<file path="src/rtl/pc_sequencer.sv">
// Multicycle fetch/retire sequencer: fetches from instruction memory, holds the
// instruction for execute, then drives the PC register with sequential, redirect or trap targets.
module pc_sequencer #(
  parameter logic [31:0] TRAP_VECTOR = 32'h0000_0100
) (
  input  logic        clk,
  input  logic        resetn,
  input  logic [31:0] pc,
  output logic        pc_write,
  output logic [31:0] pc_next,
  output logic        mem_req,
  output logic [31:0] mem_addr,
  input  logic        mem_ready,
  input  logic [31:0] mem_rdata,
  output logic [31:0] instr,
  output logic        instr_valid,
  input  logic        instr_ready,
  input  logic        redirect_valid,
  input  logic [31:0] redirect_target,
  input  logic        halt_req,
  output logic        trap,
  output logic [31:0] trap_addr,
  output logic        halted,
  output logic [31:0] retired_count
);

  typedef enum logic [1:0] {FETCH, ISSUE, UPDATE, HALT} state_t;

  state_t      r_state;
  state_t      w_state_next;
  logic [31:0] r_pc_next;
  logic [31:0] r_instr;
  logic [31:0] r_trap_addr;
  logic [31:0] r_retired_count;
  logic        r_trap_flag;
  logic        w_retire;
  logic        w_misaligned;

  assign w_retire     = (r_state == ISSUE) && instr_ready;
  assign w_misaligned = (redirect_target[1:0] != 2'b00);

  always_comb begin
    w_state_next = r_state;
    case (r_state)
      FETCH:   if (mem_ready) w_state_next = ISSUE;
      ISSUE:   if (instr_ready) w_state_next = halt_req ? HALT : UPDATE;
      UPDATE:  w_state_next = FETCH;
      default: w_state_next = HALT;
    endcase
  end

  always_ff @(posedge clk) begin
    if (!resetn) begin
      r_state         <= FETCH;
      r_pc_next       <= '0;
      r_instr         <= '0;
      r_trap_addr     <= '0;
      r_retired_count <= '0;
      r_trap_flag     <= 1'b0;
    end else begin
      r_state <= w_state_next;
      if (r_state == FETCH && mem_ready) begin
        r_instr <= mem_rdata;
      end
      if (w_retire) begin
        r_retired_count <= r_retired_count + 32'd1;
        // A halting retire leaves pc_next and the trap flag untouched.
        if (!halt_req) begin
          if (redirect_valid && !w_misaligned) begin
            r_pc_next   <= redirect_target;
            r_trap_flag <= 1'b0;
          end else if (redirect_valid) begin
            r_pc_next   <= TRAP_VECTOR;
            r_trap_addr <= redirect_target;
            r_trap_flag <= 1'b1;
          end else begin
            r_pc_next   <= pc + 32'd4;
            r_trap_flag <= 1'b0;
          end
        end
      end
    end
  end

  always_comb begin
    // mem_req is gated by resetn so no fetch is requested while reset is held.
    mem_req       = resetn && (r_state == FETCH);
    mem_addr      = pc;
    instr_valid   = (r_state == ISSUE);
    pc_write      = (r_state == UPDATE);
    trap          = (r_state == UPDATE) && r_trap_flag;
    halted        = (r_state == HALT);
    pc_next       = r_pc_next;
    instr         = r_instr;
    trap_addr     = r_trap_addr;
    retired_count = r_retired_count;
  end

endmodule

</file>
<file path="config.mk">
export PLATFORM = sky130hd
export DESIGN_NAME = pc_sequencer
export DESIGN_NICKNAME = d
export VERILOG_FILES = /design/src/rtl/pc_sequencer.sv
export SDC_FILE = /design/constraint.sdc
export NUM_CORES = 1
export LEC_CHECK = 0
export BUFFER_PORTS_ARGS = -buffer_cell sky130_fd_sc_hd__buf_4
export CORE_ASPECT_RATIO = 0.6
export CORE_MARGIN = 1
export CORE_UTILIZATION = 49
export DETAILED_ROUTE_END_ITERATION = 10
export PLACE_DENSITY = 0.81
export SLEW_MARGIN = 20
export SYNTH_ARGS = -nofsm -noshare
export SYNTH_HDL_FRONTEND = slang
export SYNTH_SLANG_ARGS = --single-unit
</file>
<file path="constraint.sdc">
create_clock -name clk -period 2.15 [get_ports clk]
set_input_delay 0.215 -clock clk [delete_from_list [all_inputs] [get_ports clk]]
set_output_delay 0.215 -clock clk [all_outputs]
set_load 0.02 [all_outputs]
</file>
-- Word level (Yosys, flattened, before mapping)
Cells that the tools add are included.
- flip-flop bits (word level): 131
- input port bits: 102
- word-level logic and storage cells: 34
- $add $sub $neg: 2
- eq/ne operators: 5
- muxes and demuxes: 8
- bitwise logic cells: 2
- reduce and logical (&&, ||, !) cells: 11
- operators by type and width (kind ; number):
    two-way mux 32 bit ; 2
    adder 32 x 1 -> 32 bit (second input constant) ; 1
    adder 32 x 3 -> 32 bit (second input constant) ; 1
    one-hot mux 2 bit (3 select lines) ; 1
    logical AND 1 bit ; 5
    equality test 2 bit (second input constant) ; 2
    two-way mux 2 bit ; 2
    AND reduction 2 bit ; 2
    AND reduction 4 bit ; 1
    two-way mux 1 bit ; 3
    equality test 2 x 1 -> 1 bit (second input constant) ; 1
    zero test 2 bit ; 1
    != test 2 x 1 -> 1 bit (second input constant) ; 1
    != test 2 bit (second input constant) ; 1
    inverter 1 bit ; 2
    nonzero test 2 bit ; 1
    zero test 1 bit ; 1

-- Longest topological paths before layout
Gate-level depths: netlist of the first run.
- depth after elaboration: 5
- gate-level depth with buffers: 8
- gate-level depth less buffers: 6

-- Worst setup path after synthesis of the first run
Ideal clock, no wire load.
- path kind: reg-to-reg
- from: register r_retired_count[9], in the netlist retired_count[9]
- to: register r_retired_count[22], in the netlist retired_count[22]
- setup time: 0.115 ns
- data arrival time: 1.568 ns
- required time: 2.035 ns
- setup slack: 0.467 ns
- cell stages (with the launch flop): 7
- buffers on the path: 1
- clock period less this slack: 1.683 ns
- cells stage by stage: dfxtp_1 and4_1 nand4_2 buf_2 nor3_1 xor2_1 and2_1
- word-level cells in the longest chain between the ends: 1
- ends and longest elaborated chain (item ; line ; source):
    start: declaration ; 34 ; logic [31:0] r_retired_count;
    start signal: assignment ; 66 ; r_retired_count <= r_retired_count + 32'd1;
    adder 32 x 1 -> 32 bit ; 66 ;
Every way passes these cells.
A chain may end at the register's enable or synchronous reset.

-- Worst setup path after layout of the first run
- from: register r_state[0]
- to: register r_retired_count[29], in the netlist retired_count[29]
- word-level cells in the longest chain between the ends: 2
- ends and longest elaborated chain (item ; line ; source):
    start: declaration ; 29 ; state_t r_state;
    start signal: assignment ; 61 ; r_state <= w_state_next;
    equality test 2 x 1 -> 1 bit ; 39 ; assign w_retire = (r_state == ISSUE) && instr_ready;
    logical AND 1 bit ; 39 ;
Every way passes these cells.

==> summary.md, run 1 <==
| Metric | Value |
|---|---|
| Number of diodes | `0` |
| Relative slew slack | `53.8%` |
| Clock latency on the worst-skew pair | `0.41 ns` |
| Area delta synth->final | `38.3%` |
| Flop2flop setup slack | `0.17 ns` |
| Post-CTS Hold Buffers | `0` |
| Sw Ratio | `~28%` |
| Min cycle time layout | `just under 2 ns` |
| Core ar. | `12400 sq um` |
| Area leader, netlist | `dfxtp_1` |
| Fin crit share | `92.0%` |
| Lkg Pwr | `0.00389 uW` |
| F_max | `0.506 GHz` |
| Largest net degree at the start of global routing | `53` |
| Post-synth top cells | `nand2_1, dfxtp_1, a21boi_0` |
| First-pass GRT wire length | `around 30000 microns` |
| GR Layer Usage met1 | `about 41%` |
| RSZ-0062 raised after global routing | `false` |
| Fin area | `8870 sq um` |
| Final nets | `1088` |
| CTS tree | `built` |
| DRT Pass-1 Iters | `5` |
| CTS max path bufs | `2` |
| Crit path required time | `between 2 and 2.5 ns` |
| Synth Area per Inst | `8.46 sq um` |
| Arrival @ worst endpoint | `2.28 ns` |
| WHS Path Cells | `3` |
| Count of pins over their slew limit | `0` |
| YS warnings | `0` |
| Layout cells sized above 1 | `34.0%` |
| WHS Endpoint | `instr[26]` |
| Cell variety after synth | `between 40 and 50` |
| Fin Clk Skew | `0.0111 ns` |
| Post-CTS sizing | `0` |
| Drt initial violations | `346` |
| Drt via density | `5.37` |
| Root Buffer | `clkbuf_16` |
| Hold_sp | `mem_rdata[26]` |
| Row count | `31` |
| CP Capture Type | `register` |
| Cells on worst reg2reg path | `5` |
| Comb pwr share | `13.4%` |
| DRC | `0` |
| Actual slew at the worst max-slew pin | `0.693 ns` |
| CTS buffer count | `17` |
| Critical Path Source Type | `register` |
| Slowest-stage cell, CP | `and4b_1` |
| Worst-path cell chain | `and4b_1 -> nand4_4 -> nor4_1 -> xor2_1 -> and2_1` |
| Total negative setup slack | `0 ns` |
| NetSw | `1680 uW` |
| Number of flops mapped to enable cells by yosys | `0` |
| Met3 usage | `7.53%` |
| Pwr dens | `approximately 690 nW/um^2` |
| Ports | `about 270` |
| GRT Util Overall | `28.7%` |
| Hold Path Class | `in2reg` |
| Crit-path max cell delay | `0.45 ns` |
| Cell Area, Placed | `8310 sq um` |
| Count leader, synth | `nand2_1` |
| Final setup viols | `0` |
| Die ar. | `~14000 sq um` |
| # H-tree levels | `4` |
| Grt ovf | `0` |
| VDD IR max | `0.563 mV` |
| RR Startpoint | `r_state[0]` |
| Die Width | `150 microns` |
| Antenna-violating nets left | `0` |
| Critical Path Source | `r_state[0]` |
| Die height | `90.6 microns` |
| Most used routing layer in global routing | `met2` |
| Top cell type's share of synthesized area | `40.9%` |
| Internal | `around 4400 uW` |
| Post-CTS repair timing setup buffer count | `0` |
| DPL Wire Length | `14600 microns` |
| Post-Route WL | `19700 microns` |
| GPL Wtd Cong | `0.910` |
| Number of global-route vias before repair | `approximately 5700` |
| Starting Density | `51.7%` |
| Ys flop type | `dfxtp_1` |
| CTS Sinks | `131` |
| Seq pwr share | `41.6%` |
| Clock share of power | `45.1%` |
| Max-capacitance violation count | `0` |
| Cell Area, Synth | `6420 sq um` |
| DR WL/cell | `17.0 microns` |
| R2R Path End | `retired_count[29]` |
| Type of the worst setup path | `reg2reg` |
| Met2 usage in global routing | `42.6%` |
| Worst Path Max Fanout | `15` |
| DR vias | `6236` |
| # port buffers | `266` |
| Clk slew on worst S/H paths | `about 0.070 ns` |
| Synthesized flop and latch total | `131` |
| Initial antenna violation count | `0` |
| Seq/Total Area, Yosys | `40.9%` |
| Mapped Nets | `863` |
| Final Hold Fails | `0` |
| Post-synthesis cell count | `759` |
| Async set-reset flop share out of synthesis | `0%` |
| Outcome | `finished, final reports clean` |
| Synth top area cells | `dfxtp_1, nand2_1, a21boi_0` |
## worst max-delay path by stage
stage	slack (ns)	depth (start not counted)	to
5_1_grt	0.08	5	retired_count[29]
6_report	0.17	5	retired_count[29]
3_5_place_dp	0.23	5	retired_count[29]
2_1_floorplan	0.47	6	retired_count[22]
4_1_cts	0.21	5	retired_count[29]
3_3_place_gp	0.30	5	retired_count[29]
## kinds of logic after synthesis
kind of cell	Yosys count	share of synthesized area, %
and+or+nand+nor	313	25.7
AOI/OAI and AO/OA	167	17.6
DFF	131	40.9
buffers and inverters	92	8.09
xor gates and xnor gates	53	7.23
adders and majority gates	2	0.390
muxes	1	0.156
## state kept, by name, summed over array words and instances, names as in the netlist
name and count:
r_trap_flag 1, trap_addr 32, retired_count 32, pc_next 32
r_state 2, instr 32
## routing by layer
metal  routed length (microns)  share of wire, %  vias up
li1                          -                 -     3021
met1                      9060                46     2902
met2                      8510                43      283
met3                      1830               9.3       30
met4                       331               1.7        0
met5                         0                 0        -
## area by class of cell
class,count,area (sq um)
fill,1005,3540
clock buffer,19,453
clock inverter,13,114
timing repair buffer,287,2150
tap,165,206
sequential,131,2620
multi-input combinational,536,3280
inverter,11,41.3
## power groups by stage
stage,clock network (uW),registers [uW],logic (uW)
after floorplan,0,2670,331
after global placement,0,2590,805
after detailed placement,0,2600,811
after CTS,2790,2540,815
after global routing,2920,2550,870
final,2760,2540,818
## per-stage QoR
stage	utilization, %	total power (uW)	worst slack (ns)	hold slack [ns]	instances
3_3_place_gp	66.9	3400	0.299	0.442	1130
4_1_cts	71.5	6150	0.213	0.0571	1162
6_report	71.5	6120	0.172	0.0631	1162
2_1_floorplan	-	3000	0.467	0.350	759
5_1_grt	71.5	6340	0.0825	0.0601	1162
3_5_place_dp	66.9	3410	0.230	0.445	1130
## cells in the final DEF, fill, tap and decap left out, types with 3 or more instances in the layout
master and n:
buf_4 287, nand2_1 167, dfxtp_1 131, a21boi_0 53, o21ai_0 41, and2_1 35, xor2_1 32, nand3_1 25
a21boi_1 22, xnor2_1 21, clkbuf_16 17, a22o_1 15, nand4_1 13, a21oi_1 12, inv_1 11, nor2_1 10
nor3_2 10, and3_1 9, o21ai_1 9, and4_1 8, or3_1 6, a22oi_1 6, inv_6 6, nor3_1 5
nor4_1 4, clkinv_4 4, nand4_4 3, nor3b_1 3, o211a_1 3
## worst max-delay path: cells and delay by family (launching register included)
kind / cells / cell delay, ns
DFF: 1 / 0.44
xor gates and xnor gates: 1 / 0.12
and+or+nand+nor: 4 / 1.32
(Power assumes the default switching activity.)
==> run 2, diff against run 1 <==
--- a/config.mk
+++ b/config.mk
@@ -7,9 +7,10 @@
 export LEC_CHECK = 0
 export BUFFER_PORTS_ARGS = -buffer_cell sky130_fd_sc_hd__buf_4
-export CORE_ASPECT_RATIO = 0.6
+export CORE_ASPECT_RATIO = 0.75
 export CORE_MARGIN = 1
 export CORE_UTILIZATION = 49
 export DETAILED_ROUTE_END_ITERATION = 10
 export PLACE_DENSITY = 0.81
+export SKIP_LAST_GASP = 1
 export SLEW_MARGIN = 20
 export SYNTH_ARGS = -nofsm -noshare
==> constraint.sdc (replaced) <==
create_clock -name clk -period 2.15 [get_ports clk]
set_input_delay 0 -clock clk [delete_from_list [all_inputs] [get_ports clk]]
set_output_delay 0 -clock clk [all_outputs]
set_load 0.02 [all_outputs]
==> summary.md, run 2 (synthesized netlist as in run 1, its figures left out) <==
| Metric | Value |
|---|---|
| Sw Ratio | `24.5% (was 27.5%)` |
| Die ar. | `13600 sq um (about the same)` |
| Arrival @ worst endpoint | `2.36 ns (was 2.28 ns)` |
| Comb pwr share | `14.7% (was 13.4%)` |
| Actual slew at the worst max-slew pin | `0.670 ns (was 0.693 ns)` |
| RR Startpoint | `r_state[0] (unchanged)` |
| F_max | `0.482 GHz (was 0.506 GHz)` |
| Layout cells sized above 1 | `30.8% (was 34.0%)` |
| Total Power | `6540 uW (was 6120 uW)` |
| Critical Path Source Type | `register (unchanged)` |
| Worst Path Max Fanout | `28 (was 15)` |
| DR WL/cell | `16.6 microns (was 17.0 microns)` |
| Number of diodes | `0 (unchanged)` |
| GPL Wtd Cong | `0.867 (was 0.910)` |
| Hold slack | `0.0283 ns (was 0.0631 ns)` |
| CTS Sinks | `131 (unchanged)` |
| Seq. cell area | `2620 sq um (about the same)` |
| Count of pins over their slew limit | `0 (unchanged)` |
| Drt via density | `5.29 (was 5.37)` |
| Outcome | `finished, final reports clean (unchanged)` |
| Fin Clk Skew | `0.0106 ns (was 0.0111 ns)` |
| Largest net degree at the start of global routing | `129 (was 53)` |
| # port buffers | `266 (unchanged)` |
| DRT Pass-1 Iters | `5 (unchanged)` |
| CP Capture Type | `register (unchanged)` |
| Starting Density | `51.2% (was 51.7%)` |
| DRC | `0 (unchanged)` |
| DPL Wire Length | `13700 microns (was 14600 microns)` |
| Internal | `4940 uW (was 4440 uW)` |
| Final nets | `1173 (was 1088)` |
| Row count | `35 (was 31)` |
| Cells on worst reg2reg path | `7 (was 5)` |
| Number of global-route vias before repair | `6398 (was 5703)` |
| Area delta synth->final | `53.3% (was 38.3%)` |
| WHS Path Cells | `5 (was 3)` |
| Hold Path Class | `in2reg (unchanged)` |
| Lkg Pwr | `0.00427 uW (was 0.00389 uW)` |
| Final setup viols | `0 (unchanged)` |
| Area used by multi-input combinational logic | `3280 sq um (unchanged)` |
| Max-capacitance violation count | `0 (unchanged)` |
| Post-Route WL | `20700 microns (was 19700 microns)` |
| Die Width | `134 microns (was 150 microns)` |
| GRT Util Overall | `30.5% (was 28.7%)` |
| Relative slew slack | `54.9% (was 53.8%)` |
| Grt ovf | `0 (unchanged)` |
| Antenna-violating nets left | `0 (unchanged)` |
| Clk slew on worst S/H paths | `0.06 ns (was 0.07 ns)` |
| First-pass GRT wire length | `32200 microns (was 30500 microns)` |
| Leading cell type in the layout, fill and taps excluded | `buf_4 (unchanged)` |
| Ports | `267 (unchanged)` |
| Clock share of power | `46.3% (was 45.1%)` |
| FILL cells | `817 (was 1005)` |
| Clock latency on the worst-skew pair | `0.40 ns (was 0.41 ns)` |
| VDD IR max | `0.574 mV (was 0.563 mV)` |
| CTS max path bufs | `2 (unchanged)` |
| Final Hold Fails | `0 (unchanged)` |
| GR Layer Usage met1 | `37.0% (was 40.7%)` |
| CTS tree | `built (unchanged)` |
| Met2 usage in global routing | `51.6% (was 42.6%)` |
| Hold_sp | `pc[17] (was mem_rdata[26])` |
| Total negative setup slack | `0 ns (unchanged)` |
| Post-CTS repair timing setup buffer count | `0 (unchanged)` |
| Flop2flop setup slack | `0.08 ns (was 0.17 ns)` |
| Fin crit share | `96.5% (was 92.0%)` |
| R2R Path End | `pc_next[14] (was retired_count[29])` |
| Min cycle time layout | `2.07 ns (was 1.98 ns)` |
| Crit path required time | `2.44 ns (was 2.45 ns)` |
| NetSw | `1600 uW (was 1680 uW)` |
| Commonest cells after routing, fill and taps aside | `buf_4, nand2_1, dfxtp_1 (unchanged)` |
| Most used routing layer in global routing | `met2 (unchanged)` |
| Root Buffer | `clkbuf_16 (unchanged)` |
| Drt initial violations | `440 (was 346)` |
| Core ar. | `12500 sq um (was 12400 sq um)` |
| Met3 usage | `9.15% (was 7.53%)` |
| CTS buffer count | `17 (unchanged)` |
| Pwr dens | `665 nW/um^2 (was 690 nW/um^2)` |
| WHS Endpoint | `pc_next[17] (was instr[26])` |
| DR vias | `6599 (was 6236)` |
| Type of the worst setup path | `reg2reg (unchanged)` |
| Initial antenna violation count | `0 (unchanged)` |
| # H-tree levels | `4 (unchanged)` |
| Seq pwr share | `38.9% (was 41.6%)` |
| Die height | `101 microns (was 90.6 microns)` |
run 2: changes by cell type in the layout (fill, tap and decap cells not counted):
cell | before | now
clkbuf_1 | 0 | 1
clkinv_2 | 0 | 1
inv_6 | 6 | 1
dlygate4sd3_1 | 0 | 90
clkinvlp_4 | 2 | 4
dfxtp_2 | 0 | 1
clkbuf_8 | 2 | 1
buf_4 | 287 | 278
dfxtp_1 | 131 | 130
clkinv_4 | 4 | 2
bufinv_16 | 0 | 4
buf_6 | 0 | 1
inv_8 | 1 | 0
buf_12 | 0 | 3
run 2: area by class of cell:
type	instances	area share, %
Clock buffer	19	4.50
Clock inverter	12	1.84
Inverter	11	0.420
Multi-Input combinational cell	536	33.4
Sequential cell	131	26.7
Tap cell	166	2.11
Timing Repair Buffer	372	31.1
run 2: power by group through the flow:
stage | clock network (uW) | registers [uW] | logic (uW)
CTS | 3070 | 2540 | 941
global route | 3190 | 2550 | 1020
global placement | 0 | 2590 | 805
detailed placement | 0 | 2590 | 810
finish | 3030 | 2550 | 964
floorplan | 0 | 2670 | 331
run 2: per-stage QoR:
stage	worst slack (ns)	util [%]	area (sq um)	instances
floorplan	0.467	-	6420	759
global route	-0.00305	78.6	9840	1247
detailed placement	0.244	66.3	8310	1126
finish	0.0759	78.6	9840	1247
CTS	0.0449	78.5	9830	1247
global placement	0.298	66.3	8310	1126
run 2: per-layer routing:
layer	wire (microns)	part of all wire, %	up-vias
met4	466	2.3	0
met1	8700	42	3074
met5	0	0	-
met2	9730	47	308
li1	-	-	3178
met3	1760	8.5	39
run 2: worst max-delay path by stage:
stage                                 from           endpoint  slack [ns]  cells after the start
after floorplan           retired_count[9]  retired_count[22]        0.47                      6
final                           r_state[0]        pc_next[14]        0.08                      7
after global placement          r_state[0]  retired_count[26]        0.30                      5
after detailed placement        r_state[0]  retired_count[26]        0.24                      5
after CTS                       r_state[0]        pc_next[14]        0.04                      7
after global routing            r_state[0]        pc_next[14]      -0.003                      7
run 2: repair_timing:
item                                   CTS  global route
setup endpoints to repair                0             1
gates resized for setup                  0             2
hold buffers                            90             0
endpoints found under the hold margin   95             0
run 2: worst max-delay path: stages, from the launching register on:
cell and delay, ns:
dfxtp_2 0.37, nor2b_1 0.19, nand3b_1 0.14, buf_6 0.23
a21oi_1 0.21, o21ai_0 0.12, o211a_1 0.14, dlygate4sd3_1 0.56
==> run 3, diff against run 2 <==
- CELL_PAD_IN_SITES_DETAIL_PLACEMENT: not set -> 1
- CELL_PAD_IN_SITES_GLOBAL_PLACEMENT: not set -> 2
- CORE_UTILIZATION: 49 -> 27
- PLACE_DENSITY: 0.81 -> not set
- PLACE_DENSITY_LB_ADDON: not set -> 0.1
==> summary.md, run 3 (synthesized netlist as in run 1, its figures left out) <==
| Metric | Value |
|---|---|
| Comb pwr share | `14.8% (was 14.7%)` |
| Final setup viols | `0 (unchanged)` |
| DR WL/cell | `17.3 microns (was 16.6 microns)` |
| DR vias | `6485 (was 6599)` |
| Number of diodes | `0 (unchanged)` |
| RSZ-0062 raised after global routing | `true` |
| F_max | `0.483 GHz (was 0.482 GHz)` |
| DRC | `0 (unchanged)` |
| Clock share of power | `46.5% (was 46.3%)` |
| Hold Path Class | `in2reg (unchanged)` |
| Layout cells sized above 1 | `31.5% (was 30.8%)` |
| Sw Ratio | `26.7% (was 24.5%)` |
| Die height | `136 microns (was 101 microns)` |
| CTS tree | `built (unchanged)` |
| Total Power | `6570 uW (was 6540 uW)` |
| Ports | `267 (unchanged)` |
| Worst-path cell chain | `dlygate4sd3_1 -> buf_4 -> nand3_1 -> nor2_1 -> nand4_1 -> dlygate4sd3_1 -> mux2i_1 -> dlygate4sd3_1 -> o21ai_0 (was nor2b_1 -> nand3b_1 -> buf_6 -> a21oi_1 -> o21ai_0 -> o211a_1 -> dlygate4sd3_1)` |
| Fin crit share | `96.2% (was 96.5%)` |
| GRT Util Overall | `20.1% (was 30.5%)` |
| Pwr dens | `652 nW/um^2 (was 665 nW/um^2)` |
| CTS buffer count | `17 (unchanged)` |
| PnR worst setup slack | `0.0816 ns (was 0.0759 ns)` |
| RR Startpoint | `r_state[1] (was r_state[0])` |
| Drt initial violations | `280 (was 440)` |
| Initial antenna violation count | `0 (unchanged)` |
| Die ar. | `24400 sq um (was 13600 sq um)` |
| Critical Path Source | `pc[16] (was r_state[0])` |
| Count of pins over their slew limit | `0 (unchanged)` |
| Final Hold Fails | `0 (unchanged)` |
| Grt ovf | `0 (unchanged)` |
| Hold_sp | `pc[11] (was pc[17])` |
| Antenna-violating nets left | `0 (unchanged)` |
| DPL Wire Length | `17100 microns (was 13700 microns)` |
| GPL Wtd Cong | `0.780 (was 0.867)` |
| Most common cell on crit path | `dlygate4sd3_1` |
| Final nets | `1187 (was 1173)` |
| Fin Clk Skew | `0.0128 ns (was 0.0106 ns)` |
| Internal | `4820 uW (was 4940 uW)` |
| CP Capture Type | `register (unchanged)` |
| Crit path required time | `2.44 ns (about the same)` |
| Crit-path max cell delay | `0.59 ns (was 0.56 ns)` |
| Relative slew slack | `61.8% (was 54.9%)` |
| Seq pwr share | `38.7% (was 38.9%)` |
| Die Width | `180 microns (was 134 microns)` |
| Clock latency on the worst-skew pair | `0.43 ns (was 0.40 ns)` |
| # port buffers | `266 (unchanged)` |
| NetSw | `1750 uW (was 1600 uW)` |
| Outcome | `finished, final reports clean (unchanged)` |
| Worst Path Max Fanout | `5 (was 28)` |
| Slowest-stage cell, CP | `dlygate4sd3_1 (unchanged)` |
| Row count | `48 (was 35)` |
| Post-Route WL | `24200 microns (was 20700 microns)` |
| First-pass GRT wire length | `37900 microns (was 32200 microns)` |
| CTS Sinks | `131 (unchanged)` |
| # H-tree levels | `4 (unchanged)` |
| Root Buffer | `clkbuf_16 (unchanged)` |
| Arrival @ worst endpoint | `2.36 ns (about the same)` |
| VDD IR max | `0.529 mV (was 0.574 mV)` |
| Pre-CTS setup slack | `0.266 ns (was 0.244 ns)` |
| Total negative setup slack | `0 ns (unchanged)` |
| Min cycle time layout | `2.07 ns (about the same)` |
| Area delta synth->final | `57.1% (was 53.3%)` |
| Largest net degree at the start of global routing | `133 (was 129)` |
| Leading cell type in the layout, fill and taps excluded | `buf_4 (unchanged)` |
| Commonest cells after routing, fill and taps aside | `buf_4, nand2_1, dfxtp_1 (unchanged)` |
| Starting Density | `27.7% (was 51.2%)` |
| Critical Path Source Type | `input pin (was register)` |
| Type of the worst setup path | `in2reg (was reg2reg)` |
| Actual slew at the worst max-slew pin | `0.572 ns (was 0.670 ns)` |
| CTS max path bufs | `2 (unchanged)` |
| Clk slew on worst S/H paths | `0.06 ns (about the same)` |
| Core ar. | `23200 sq um (was 12500 sq um)` |
| DRT Pass-1 Iters | `4 (was 5)` |
| Lkg Pwr | `0.00433 uW (was 0.00427 uW)` |
| Drt via density | `4.65 (was 5.29)` |
| Number of global-route vias before repair | `6576 (was 6398)` |
| Max-capacitance violation count | `0 (unchanged)` |
==> run 3: cell types whose count changed in the layout (fill, tap and decap cells not counted), sizes merged <==
| cell | delta |
|---|---|
| buf | +12 |
| bufinv | -1 |
| clkinvlp | -2 |
| dlygate4sd3 | +2 |
| inv | +4 |
==> run 3: final timing paths <==
kind                            slack (ns)  depth (start not counted)            to
worst max-delay path                  0.08                          9   pc_next[17]
worst min-delay path                  0.03                          4   pc_next[11]
worst max register to register        0.14                          6   pc_next[17]
worst min register to register        0.46                          2  trap_addr[4]
==> run 3: per-stage QoR <==
step,cells,instance area [sq um],hold WS (ns),utilization (%)
final,1396,10100,0.0312,43.5
after global routing,1396,10100,0.0448,43.5
after CTS,1395,10100,0.00887,43.4
after detailed placement,1271,8530,0.219,36.8
after global placement,1271,8530,0.220,36.8
after floorplan,759,6420,0.113,-
==> run 3: layout make-up <==
cell class	instances	area (sq um)
Multi-Input combinational cell	536	3290
Clock inverter	13	174
Fill cell	2745	13100
Sequential cell	131	2620
Clock buffer	19	433
Tap cell	300	375
Timing Repair Buffer	386	3140
Inverter	11	41.3
==> run 3: timing repair <==
item	in CTS	in global routing
buffers inserted	0	1
endpoints found under the setup margin	0	3
resized for setup	0	2
hold endpoints to repair	98	0
hold buffers	92	0
==> run 3: critical path: cells and delay by family <==
family | cells | cell delay (ns)
muxes | 1 | 0.14
buffers and inverters | 4 | 1.81
and+or+nand+nor | 3 | 0.33
AOI/OAI and AO/OA | 1 | 0.07
==> run 3: power by group through the flow <==
stage | sequential, uW | combinational, uW | clock [uW]
after detailed placement | 2600 | 836 | 0
after CTS | 2540 | 976 | 3150
after floorplan | 2670 | 331 | 0
final | 2540 | 974 | 3060
after global routing | 2550 | 1050 | 3260
after global placement | 2590 | 836 | 0
==> run 3: routing by layer <==
metal | GRT usage, % | part of all wire (%) | vias up | routed length, microns
met2 | 31.3 | 44 | 194 | 10500
met1 | 27.7 | 50 | 3054 | 12100
met3 | 4.95 | 5.4 | 22 | 1310
met4 | 5.32 | 1.2 | 0 | 281
li1 | - | - | 3215 | -
met5 | 0 | 0 | - | 0
